--- src/rtl/pipeline_arbiter_if.sv ---
// Bundles the requester, pipeline and response signals of pipeline_arbiter.
// The slave modport is the arbiter view; master is the view of the surrounding logic.
interface pipeline_arbiter_if #(
    parameter int NUM_REQ         = 4,
    parameter int DATA_WIDTH      = 8,
    parameter int PIPELINE_LENGTH = 16
);
    localparam int CNT_W = $clog2(PIPELINE_LENGTH + 1);

    logic [NUM_REQ-1:0]            req_valid;
    logic [NUM_REQ*DATA_WIDTH-1:0] req_data;
    logic [NUM_REQ-1:0]            req_ready;
    logic [NUM_REQ-1:0]            req_enable;
    logic [DATA_WIDTH-1:0]         pipe_data;
    logic                          pipe_valid;
    logic [DATA_WIDTH-1:0]         pipe_out_data;
    logic                          pipe_out_valid;
    logic [DATA_WIDTH-1:0]         rsp_data;
    logic [NUM_REQ-1:0]            rsp_valid;
    logic [CNT_W-1:0]              in_flight;
    logic                          err_underflow;

    modport slave (
        input  req_valid, req_data, req_enable, pipe_out_data, pipe_out_valid,
        output req_ready, pipe_data, pipe_valid, rsp_data, rsp_valid, in_flight, err_underflow
    );

    modport master (
        output req_valid, req_data, req_enable, pipe_out_data, pipe_out_valid,
        input  req_ready, pipe_data, pipe_valid, rsp_data, rsp_valid, in_flight, err_underflow
    );
endinterface

--- src/rtl/pipeline_arbiter.sv ---
// Round-robin arbiter sharing one fixed-latency pipeline between NUM_REQ requesters,
// with an in-order tag FIFO that routes each returning beat back to its issuer.
module pipeline_arbiter #(
    parameter int NUM_REQ         = 4,
    parameter int DATA_WIDTH      = 8,
    parameter int PIPELINE_LENGTH = 16
) (
    input logic               clk,
    input logic               rst,
    pipeline_arbiter_if.slave bus
);
    localparam int ID_W  = $clog2(NUM_REQ);
    localparam int PTR_W = $clog2(PIPELINE_LENGTH);
    localparam int CNT_W = $clog2(PIPELINE_LENGTH + 1);

    logic [ID_W-1:0]       ptr_q, ptr_d;
    logic [PTR_W-1:0]      wr_ptr_q, wr_ptr_d;
    logic [PTR_W-1:0]      rd_ptr_q, rd_ptr_d;
    logic [CNT_W-1:0]      in_flight_q, in_flight_d;
    logic                  pipe_valid_q, pipe_valid_d;
    logic [DATA_WIDTH-1:0] pipe_data_q, pipe_data_d;
    logic [NUM_REQ-1:0]    rsp_valid_q, rsp_valid_d;
    logic [DATA_WIDTH-1:0] rsp_data_q, rsp_data_d;
    logic                  err_underflow_q, err_underflow_d;
    logic [ID_W-1:0]       tag_mem_q [PIPELINE_LENGTH];

    logic [NUM_REQ-1:0]    eligible;
    logic [DATA_WIDTH-1:0] req_word [NUM_REQ];
    logic [ID_W-1:0]       grant_id;
    logic [ID_W-1:0]       cand;
    logic                  push;
    logic                  pop;
    logic                  underflow;

    function automatic logic [PTR_W-1:0] ptr_inc(input logic [PTR_W-1:0] p);
        return (p == PTR_W'(PIPELINE_LENGTH - 1)) ? '0 : p + PTR_W'(1);
    endfunction

    // NOTE: every signal driven here gets a default first, so no path can infer a latch.
    always_comb begin
        eligible = bus.req_valid & bus.req_enable;
        for (int i = 0; i < NUM_REQ; i++) begin
            req_word[i] = bus.req_data[i*DATA_WIDTH +: DATA_WIDTH];
        end

        grant_id = ptr_q;
        cand     = ptr_q;
        // Scan from farthest to nearest so the first eligible requester after ptr_q is written last.
        for (int k = NUM_REQ; k >= 1; k--) begin
            cand = ID_W'((int'(ptr_q) + k) % NUM_REQ);
            if (eligible[cand]) grant_id = cand;
        end

        // NOTE: the cap looks at the registered count, so a slot freed by this cycle's pop is grantable next cycle.
        push = !rst && (eligible != '0) && (in_flight_q < CNT_W'(PIPELINE_LENGTH));

        bus.req_ready = '0;
        for (int i = 0; i < NUM_REQ; i++) begin
            bus.req_ready[i] = push && (ID_W'(i) == grant_id);
        end

        pop       = bus.pipe_out_valid && (in_flight_q != '0);
        underflow = bus.pipe_out_valid && (in_flight_q == '0);
    end

    always_comb begin
        ptr_d           = push ? grant_id : ptr_q;
        wr_ptr_d        = push ? ptr_inc(wr_ptr_q) : wr_ptr_q;
        rd_ptr_d        = pop ? ptr_inc(rd_ptr_q) : rd_ptr_q;
        pipe_valid_d    = push;
        pipe_data_d     = push ? req_word[grant_id] : pipe_data_q;
        rsp_data_d      = pop ? bus.pipe_out_data : rsp_data_q;
        err_underflow_d = err_underflow_q | underflow;

        in_flight_d = in_flight_q;
        if (push && !pop) begin
            in_flight_d = in_flight_q + CNT_W'(1);
        end else if (pop && !push) begin
            in_flight_d = in_flight_q - CNT_W'(1);
        end

        rsp_valid_d = '0;
        for (int i = 0; i < NUM_REQ; i++) begin
            rsp_valid_d[i] = pop && (tag_mem_q[rd_ptr_q] == ID_W'(i));
        end
    end

    // NOTE: reset is synchronous and sampled inside the clocked block; state updates are non-blocking.
    always_ff @(posedge clk) begin
        if (rst) begin
            ptr_q           <= ID_W'(NUM_REQ - 1);
            wr_ptr_q        <= '0;
            rd_ptr_q        <= '0;
            in_flight_q     <= '0;
            pipe_valid_q    <= 1'b0;
            pipe_data_q     <= '0;
            rsp_valid_q     <= '0;
            rsp_data_q      <= '0;
            err_underflow_q <= 1'b0;
        end else begin
            ptr_q           <= ptr_d;
            wr_ptr_q        <= wr_ptr_d;
            rd_ptr_q        <= rd_ptr_d;
            in_flight_q     <= in_flight_d;
            pipe_valid_q    <= pipe_valid_d;
            pipe_data_q     <= pipe_data_d;
            rsp_valid_q     <= rsp_valid_d;
            rsp_data_q      <= rsp_data_d;
            err_underflow_q <= err_underflow_d;
        end
    end

    // NOTE: tag storage is not reset; the pointers and in_flight alone decide which entries are live.
    always_ff @(posedge clk) begin
        if (push) tag_mem_q[wr_ptr_q] <= grant_id;
    end

    assign bus.pipe_valid    = pipe_valid_q;
    assign bus.pipe_data     = pipe_data_q;
    assign bus.rsp_valid     = rsp_valid_q;
    assign bus.rsp_data      = rsp_data_q;
    assign bus.in_flight     = in_flight_q;
    assign bus.err_underflow = err_underflow_q;
endmodule

--- src/flat_wrapper.sv ---
// flat-port wrapper written by rule: the top's interface ports become plain ports
module pipeline_arbiter_flat 
#(
    parameter int NUM_REQ         = 4,
    parameter int DATA_WIDTH      = 8,
    parameter int PIPELINE_LENGTH = 16
)
  (clk, rst, bus_req_valid, bus_req_data, bus_req_enable, bus_pipe_out_data, bus_pipe_out_valid, bus_req_ready, bus_pipe_data, bus_pipe_valid, bus_rsp_data, bus_rsp_valid, bus_in_flight, bus_err_underflow);
  pipeline_arbiter_if #(.NUM_REQ(NUM_REQ), .DATA_WIDTH(DATA_WIDTH), .PIPELINE_LENGTH(PIPELINE_LENGTH)) bus_i ();
  input logic clk;
  input logic rst;
  input wire logic [$bits(bus_i.req_valid)-1:0] bus_req_valid;
  input wire logic [$bits(bus_i.req_data)-1:0] bus_req_data;
  input wire logic [$bits(bus_i.req_enable)-1:0] bus_req_enable;
  input wire logic [$bits(bus_i.pipe_out_data)-1:0] bus_pipe_out_data;
  input wire logic [$bits(bus_i.pipe_out_valid)-1:0] bus_pipe_out_valid;
  output wire logic [$bits(bus_i.req_ready)-1:0] bus_req_ready;
  output wire logic [$bits(bus_i.pipe_data)-1:0] bus_pipe_data;
  output wire logic [$bits(bus_i.pipe_valid)-1:0] bus_pipe_valid;
  output wire logic [$bits(bus_i.rsp_data)-1:0] bus_rsp_data;
  output wire logic [$bits(bus_i.rsp_valid)-1:0] bus_rsp_valid;
  output wire logic [$bits(bus_i.in_flight)-1:0] bus_in_flight;
  output wire logic [$bits(bus_i.err_underflow)-1:0] bus_err_underflow;
  assign bus_i.req_valid = bus_req_valid;
  assign bus_i.req_data = bus_req_data;
  assign bus_i.req_enable = bus_req_enable;
  assign bus_i.pipe_out_data = bus_pipe_out_data;
  assign bus_i.pipe_out_valid = bus_pipe_out_valid;
  assign bus_req_ready = bus_i.req_ready;
  assign bus_pipe_data = bus_i.pipe_data;
  assign bus_pipe_valid = bus_i.pipe_valid;
  assign bus_rsp_data = bus_i.rsp_data;
  assign bus_rsp_valid = bus_i.rsp_valid;
  assign bus_in_flight = bus_i.in_flight;
  assign bus_err_underflow = bus_i.err_underflow;
  pipeline_arbiter #(.NUM_REQ(NUM_REQ), .DATA_WIDTH(DATA_WIDTH), .PIPELINE_LENGTH(PIPELINE_LENGTH)) u_core (.clk(clk), .rst(rst), .bus(bus_i));
endmodule
--- config.mk ---
export PLATFORM = sky130hd
export DESIGN_NAME = pipeline_arbiter_flat
export DESIGN_NICKNAME = d
export VERILOG_FILES = /design/src/rtl/pipeline_arbiter_if.sv /design/src/rtl/pipeline_arbiter.sv /design/src/flat_wrapper.sv
export SDC_FILE = /design/constraint.sdc
export NUM_CORES = 1
export LEC_CHECK = 0
export CAP_MARGIN = 20
export CORE_ASPECT_RATIO = 1.25
export CORE_MARGIN = 2
export CORE_UTILIZATION = 30
export DETAILED_ROUTE_END_ITERATION = 10
export MAX_ROUTING_LAYER = met4
export SLEW_MARGIN = 20
export SYNTH_ARGS = -nofsm -noshare
export SYNTH_HDL_FRONTEND = slang
export SYNTH_SLANG_ARGS = --single-unit
export TNS_END_PERCENT = 30
--- constraint.sdc ---
create_clock -name clk -period 6 [get_ports clk]
set_input_delay 1.5 -clock clk [delete_from_list [all_inputs] [get_ports clk]]
set_output_delay 1.5 -clock clk [all_outputs]
set_load 0.02 [all_outputs]
Word-level counts from Yosys, hierarchy flattened. Memory sizes are Yosys's and may differ from the RTL's. A register that Yosys moved wholly into a read port is not among the register bits. Cells that the tools add are included.

Bits in registers: 37. Latch bits: 0. Bits in writable memories: 32. ROM bits: 0. Output and inout bits: 31. Memories kept: 1.

Add/subtract/negate cells: 8. Multiply operators: 0. Divide/modulo/power cells: 0. Order comparisons: 6. Eq/ne operators: 8. Shift operators: 0. Mux-type cells: 23. Bitwise logic cells: 3. Reductions and logical operators: 23.

Memory list: u_core.tag_mem_q (depth 16, width 2, rd ports 1, clocked after Yosys merged registers in 1, wr ports 1, RTL line pipeline_arbiter.sv:25) `logic [ID_W-1:0] tag_mem_q [PIPELINE_LENGTH];`.

Operators by type and width (count): binary-select mux 8 bit (select 2 bit) (1); 2-to-1 mux 4 bit (4); 2-to-1 mux 8 bit (2); logical AND 1 bit (14); less-than comparator 2 x 3 -> 1 bit (second input constant) (4); 2-to-1 mux 5 bit (2); adder 4 x 1 -> 4 bit (second input constant) (2); binary-select mux 1 bit (select 2 bit) (4); == test 4 bit (second input constant) (2); 2-to-1 mux 2 bit (4); 2-to-1 mux 1 bit (6); adder 5 x 1 -> 5 bit (second input constant) (1); zero test 5 bit (1); less-than comparator 5 bit (second input constant) (1); nonzero test 5 bit (1); subtractor 5 x 1 -> 5 bit (second input constant) (1); adder 2 x 1 -> 2 bit (second input constant) (2); adder 2 bit (second input constant) (2); AND 4 bit (1); == test 2 bit (first input constant) (2); == test 2 bit (second input constant) (2); zero test 2 bit (2); nonzero test 4 bit (1); >= comparator 3 bit (second input constant) (1); 6 further kinds (8).

Logic depth before layout (Yosys ltp). Gate-level depths: netlist (run 1).

Word-level depth: 11. Gate-level depth with buffers: 13. Gate-level depth less buffers: 12.

Least setup slack after synthesis (run 1). OpenSTA, ideal clock, no wires.

Path kind: input -> output. Start: in bus_req_valid[0]. End: out bus_req_ready[1]. Arrival: 3.344 ns. Path slack: 1.156 ns. Stages: 5. Path buffers: 0. Cells stage by stage: nand2_1 > nand2_1 > and3_1 > o21ai_0 > nor3b_1.

Cells in the longest elaborated chain, start to end: 9. Elaborated cells on any way between the ends: 18.

RTL lines: from (decl) (RTL line flat_wrapper.sv:12) `input wire logic [$bits(bus_i.req_valid)-1:0] bus_req_valid;`; AND 4 bit * (RTL line pipeline_arbiter.sv:41) `eligible = bus.req_valid & bus.req_enable;`; binary-select mux 1 bit (select 2 bit) (RTL line pipeline_arbiter.sv:51) `if (eligible[cand]) grant_id = cand;`; 2-to-1 mux 1 bit (not written as such) (RTL line pipeline_arbiter.sv:51); 2-to-1 mux 2 bit (3 in series) (RTL line pipeline_arbiter.sv:51); 2-to-1 mux 2 bit * (RTL line pipeline_arbiter.sv:51); named net u_core.grant_id[0] (RTL line pipeline_arbiter.sv:29) `logic [ID_W-1:0] grant_id;`; == test 1 x 2 -> 1 bit * (RTL line pipeline_arbiter.sv:59) `bus.req_ready[i] = push && (ID_W'(i) == grant_id);`; logical AND 1 bit * (RTL line pipeline_arbiter.sv:59); to (decl) (RTL line flat_wrapper.sv:17) `output wire logic [$bits(bus_i.req_ready)-1:0] bus_req_ready;`.

Mark *: on every way through the listed nets, which the timed path passes. The rest lies on a longest branch. The select of a mux whose other input is x is not followed.

Final worst setup path (run 1).
Start: in bus_req_valid[1]. End: out bus_req_ready[1].

Same word-level chain as after synthesis.

==> results of run 1 <==
## cells in the mapped netlist, types with 5 or more instances
cell	count	area share, %
a211oi_1	10	2.2
a21oi_1	20	3.0
a222oi_1	8	2.4
and2_1	10	1.8
clkbuf_1	9	1.0
dfxtp_1	41	24
edfxtp_1	32	28
ha_1	9	3.3
inv_1	6	0.66
mux2i_1	13	3.8
mux4_2	5	3.3
nand2_1	12	1.3
nor2_1	38	4.2
nor2b_1	6	1.1
nor3_1	5	0.74
## worst reg2reg max path, stage by stage, from the launching register on
cell	delay [ps]
dfxtp_1	350
or4_1	600
o21ai_2	710
ha_1	330
inv_1	110
fa_1	410
a21o_1	170
a21oi_1	180
xnor2_1	90
or3_1	310
a21oi_1	130
## report_power, final
| group | total, mW | switching, mW | leakage, nW | internal [mW] |
|---|---|---|---|---|
| Combinational | 0.699 | 0.353 | 0.939 | 0.345 |
| Clock | 0.531 | 0.200 | 0.146 | 0.332 |
| Sequential | 0.690 | 0.0812 | 0.623 | 0.609 |
## flip-flops by register name, summed over array words and instances, names as in the netlist, 2 cells and up, named ones only
register and flops:
u_core.ptr_q 2, u_core.wr_ptr_q 4, u_core.bus.rsp_data 8, u_core.bus.in_flight 5, u_core.bus.pipe_data 8, u_core.tag_mem_q 32
u_core.rd_ptr_q 4, u_core.bus.rsp_valid 4
## through the flow
step                cell area [um2]  util [%]  total power, mW
floorplan                      3390         -             1.17
global placement               4330      39.2             1.40
detailed placement             4330      39.2             1.41
CTS                            4620      41.9             1.94
global route                   4620      41.9             2.04
finish                         4620      41.9             1.92
## layout by cell type, fill, tap and decap left out, drive strengths merged, types with 3 or more instances in the layout
cell           instances
a211oi                10
a21oi                 20
a222oi                 8
a31oi                  4
and2                  10
and3                   5
and3b                  3
and4                   4
buf                    5
clkbuf                11
clkdlybuf4s50         81
dfxtp                 41
edfxtp                32
ha                     9
inv                    7
mux2i                 13
mux4                   9
nand2                 12
nand3                  4
nor2                  38
nor2b                  6
nor3                   5
nor3b                  3
o21ai                  4
xnor2                  4
## kinds of logic after synthesis
family / after synthesis / share of synthesized area [%]
and+or+nand+nor: 96 / 14.6
xor gates and xnor gates: 6 / 1.55
DFF: 73 / 52.6
muxes: 22 / 10.3
buffers and inverters: 21 / 2.92
adders and majority gates: 10 / 3.92
AOI/OAI and AO/OA: 64 / 14.1
## layer usage
layer | global-route usage [%] | vias to the layer above | part of all wire, %
met4 | 6.25 | 0 | 1.6
met1 | 13.5 | 1203 | 40
met3 | 2.79 | 10 | 4.9
met2 | 23.4 | 73 | 53
li1 | - | 1279 | -
met5 | - | - | 0
## layout make-up
type	count	area share [%]
Timing Repair Buffer	86	18.3
Clock buffer	11	5.25
Sequential cell	73	38.5
Clock inverter	5	1.16
Multi-Input combinational cell	198	32.6
Inverter	6	0.487
Tap cell	135	3.65
## how the worst max path moves through the flow
stage                                  end             start  depth (start not counted)  slack [ps]
after global placement    bus_req_ready[1]  bus_req_valid[1]                          7         730
after CTS                 bus_req_ready[1]  bus_req_valid[1]                          7         690
after detailed placement  bus_req_ready[1]  bus_req_valid[1]                          7         690
final                     bus_req_ready[1]  bus_req_valid[1]                          7         710
after global routing      bus_req_ready[1]  bus_req_valid[0]                          7         620
after floorplan           bus_req_ready[1]  bus_req_valid[0]                          5        1160
==> flow_summary.toml, run 1 <==
[status]
status = "finished clean"

[critical_path]
path_class = "in2out"
crit_family = "buffers and inverters"
path_cells = "clkdlybuf4s50_1, and2_1, nand2_1, and3_1, o21ai_0, nor3b_1, clkdlybuf4s50_1"
crit_path_frequent_cell = "clkdlybuf4s50_1"
crit_buf_inv = 2
r2r_slack_ps = 2560
end_kind = "primary output"
cp.arrival_ps = 3790
cpPeakStageDelay_ps = 630
rr_endpoint = "u_core.bus.in_flight[4]"
worstSetupStartpointType = "input pin"
critical-path-slowest-cell = "clkdlybuf4s50_1"
cp_max_fo = 4
cp.required_ps = 4500
timing.rr.start = "u_core.bus.in_flight[1]"
worstRegToRegCells = 10

[timing]
finalSetupTns_ps = 0
slew_viol_final = 0
hold_viol_final = 0
tightestPinTransition_ps = 872
rsz0062_at_grt = "false"
relSlewSlack_pct = 41.8
fin_ws_ps = 707
max_freq_mhz = 189
fin_crit_sh_pct = 88.2
skew_ps = 8.41
fin_crit_ps = 5290
whs_ps = 479
setup-violations-final = 0

[final_layout]
diodes = 0
multiInputGateArea_mm2 = 0.00151
area_delta_synth_final_pct = 36.5
nets = 435
drive_gt1_share_pct = 8.18
instances_no_fill = 514
fillers = 1027
seq_area_mm2 = 0.00178

[cts]
path_clk_slew_ps = 50
cts_tree = "done"
cts_max_path_buffers = 2
cts_resized = 0
clk_latency_ps = 340
hold_buffers = 0
cts_buffers = 9
cts.sinks = 73
cts-htree-levels = 3
cts_root_buffer = "clkbuf_16"
cts_setup_buffers = 0

[logic_synthesis]
ys_seq_elements = 73
ys_types = 49
yosysSeqAreaShare_pct = 52.6
synth_edf_count = 32
synth_ff_type = "dfxtp_1"
async_reset_ff_share_pct = 0
avgSynthCellArea_um2 = 11.6
synth_fp_nets = 353
yosysWarnings = 0
synth_area_mm2 = 0.00339
synthCells = 292

[drt]
drc = 0
wl_mm = 7.57
vias = 2565
firstDrtPassIters = 5
wire_per_inst_um = 14.7
vias_per_cell = 4.99
drt_iter0_markers = 127
ant_nets = 0

[die]
die_h_um = 123
coreArea_mm2 = 0.0110
initial_core_util_pct = 30.7
io_pins = 82
dieWidth_um = 99.0
rows = 43
die_area_mm2 = 0.0122

[global_route]
first_global_vias = 2490
grt-ovfl-total = 0
antenna_found_initial = 0
grt_pass1_wl_mm = 12.0
grtUsageTotal_pct = 13.0
grt_max_degree = 37

[min_path]
hold_path.class = "reg2reg"
holdPathStages = 2
hold_end = "u_core.bus.err_underflow"
holdCritStartpoint = "u_core.bus.err_underflow"

[placement]
port_buffers = 81
place_inst = 498
place_hpwl_mm = 5.74
place_worst_setup_slack_ps = 687
place_congestion = 0.914

[run]
drv_cap = 0

[pwr]
p_leak_nw = 1.71
powerDensity_mw_per_mm2 = 415
vdd_drop_max_mv = 0.155
No activity file was read; power rests on OpenSTA's default activity.
==> run 2, diff against run 1 <==
--- a/config.mk
+++ b/config.mk
@@ -11,6 +11,7 @@
 export CORE_UTILIZATION = 30
 export DETAILED_ROUTE_END_ITERATION = 10
 export MAX_ROUTING_LAYER = met4
+export SETUP_SLACK_MARGIN = 0.2
 export SLEW_MARGIN = 20
 export SYNTH_ARGS = -nofsm -noshare
 export SYNTH_HDL_FRONTEND = slang
==> results of run 2 <==
Final layout, timing and power as in run 1 (identical DEF).
==> run 3, diff against run 2 <==
--- a/config.mk
+++ b/config.mk
@@ -10,6 +10,7 @@
 export CORE_MARGIN = 2
 export CORE_UTILIZATION = 30
 export DETAILED_ROUTE_END_ITERATION = 10
+export HOLD_SLACK_MARGIN = 0.05
 export MAX_ROUTING_LAYER = met4
 export SETUP_SLACK_MARGIN = 0.2
 export SLEW_MARGIN = 20
==> results of run 3 <==
Final layout, timing and power as in run 1 (identical DEF).
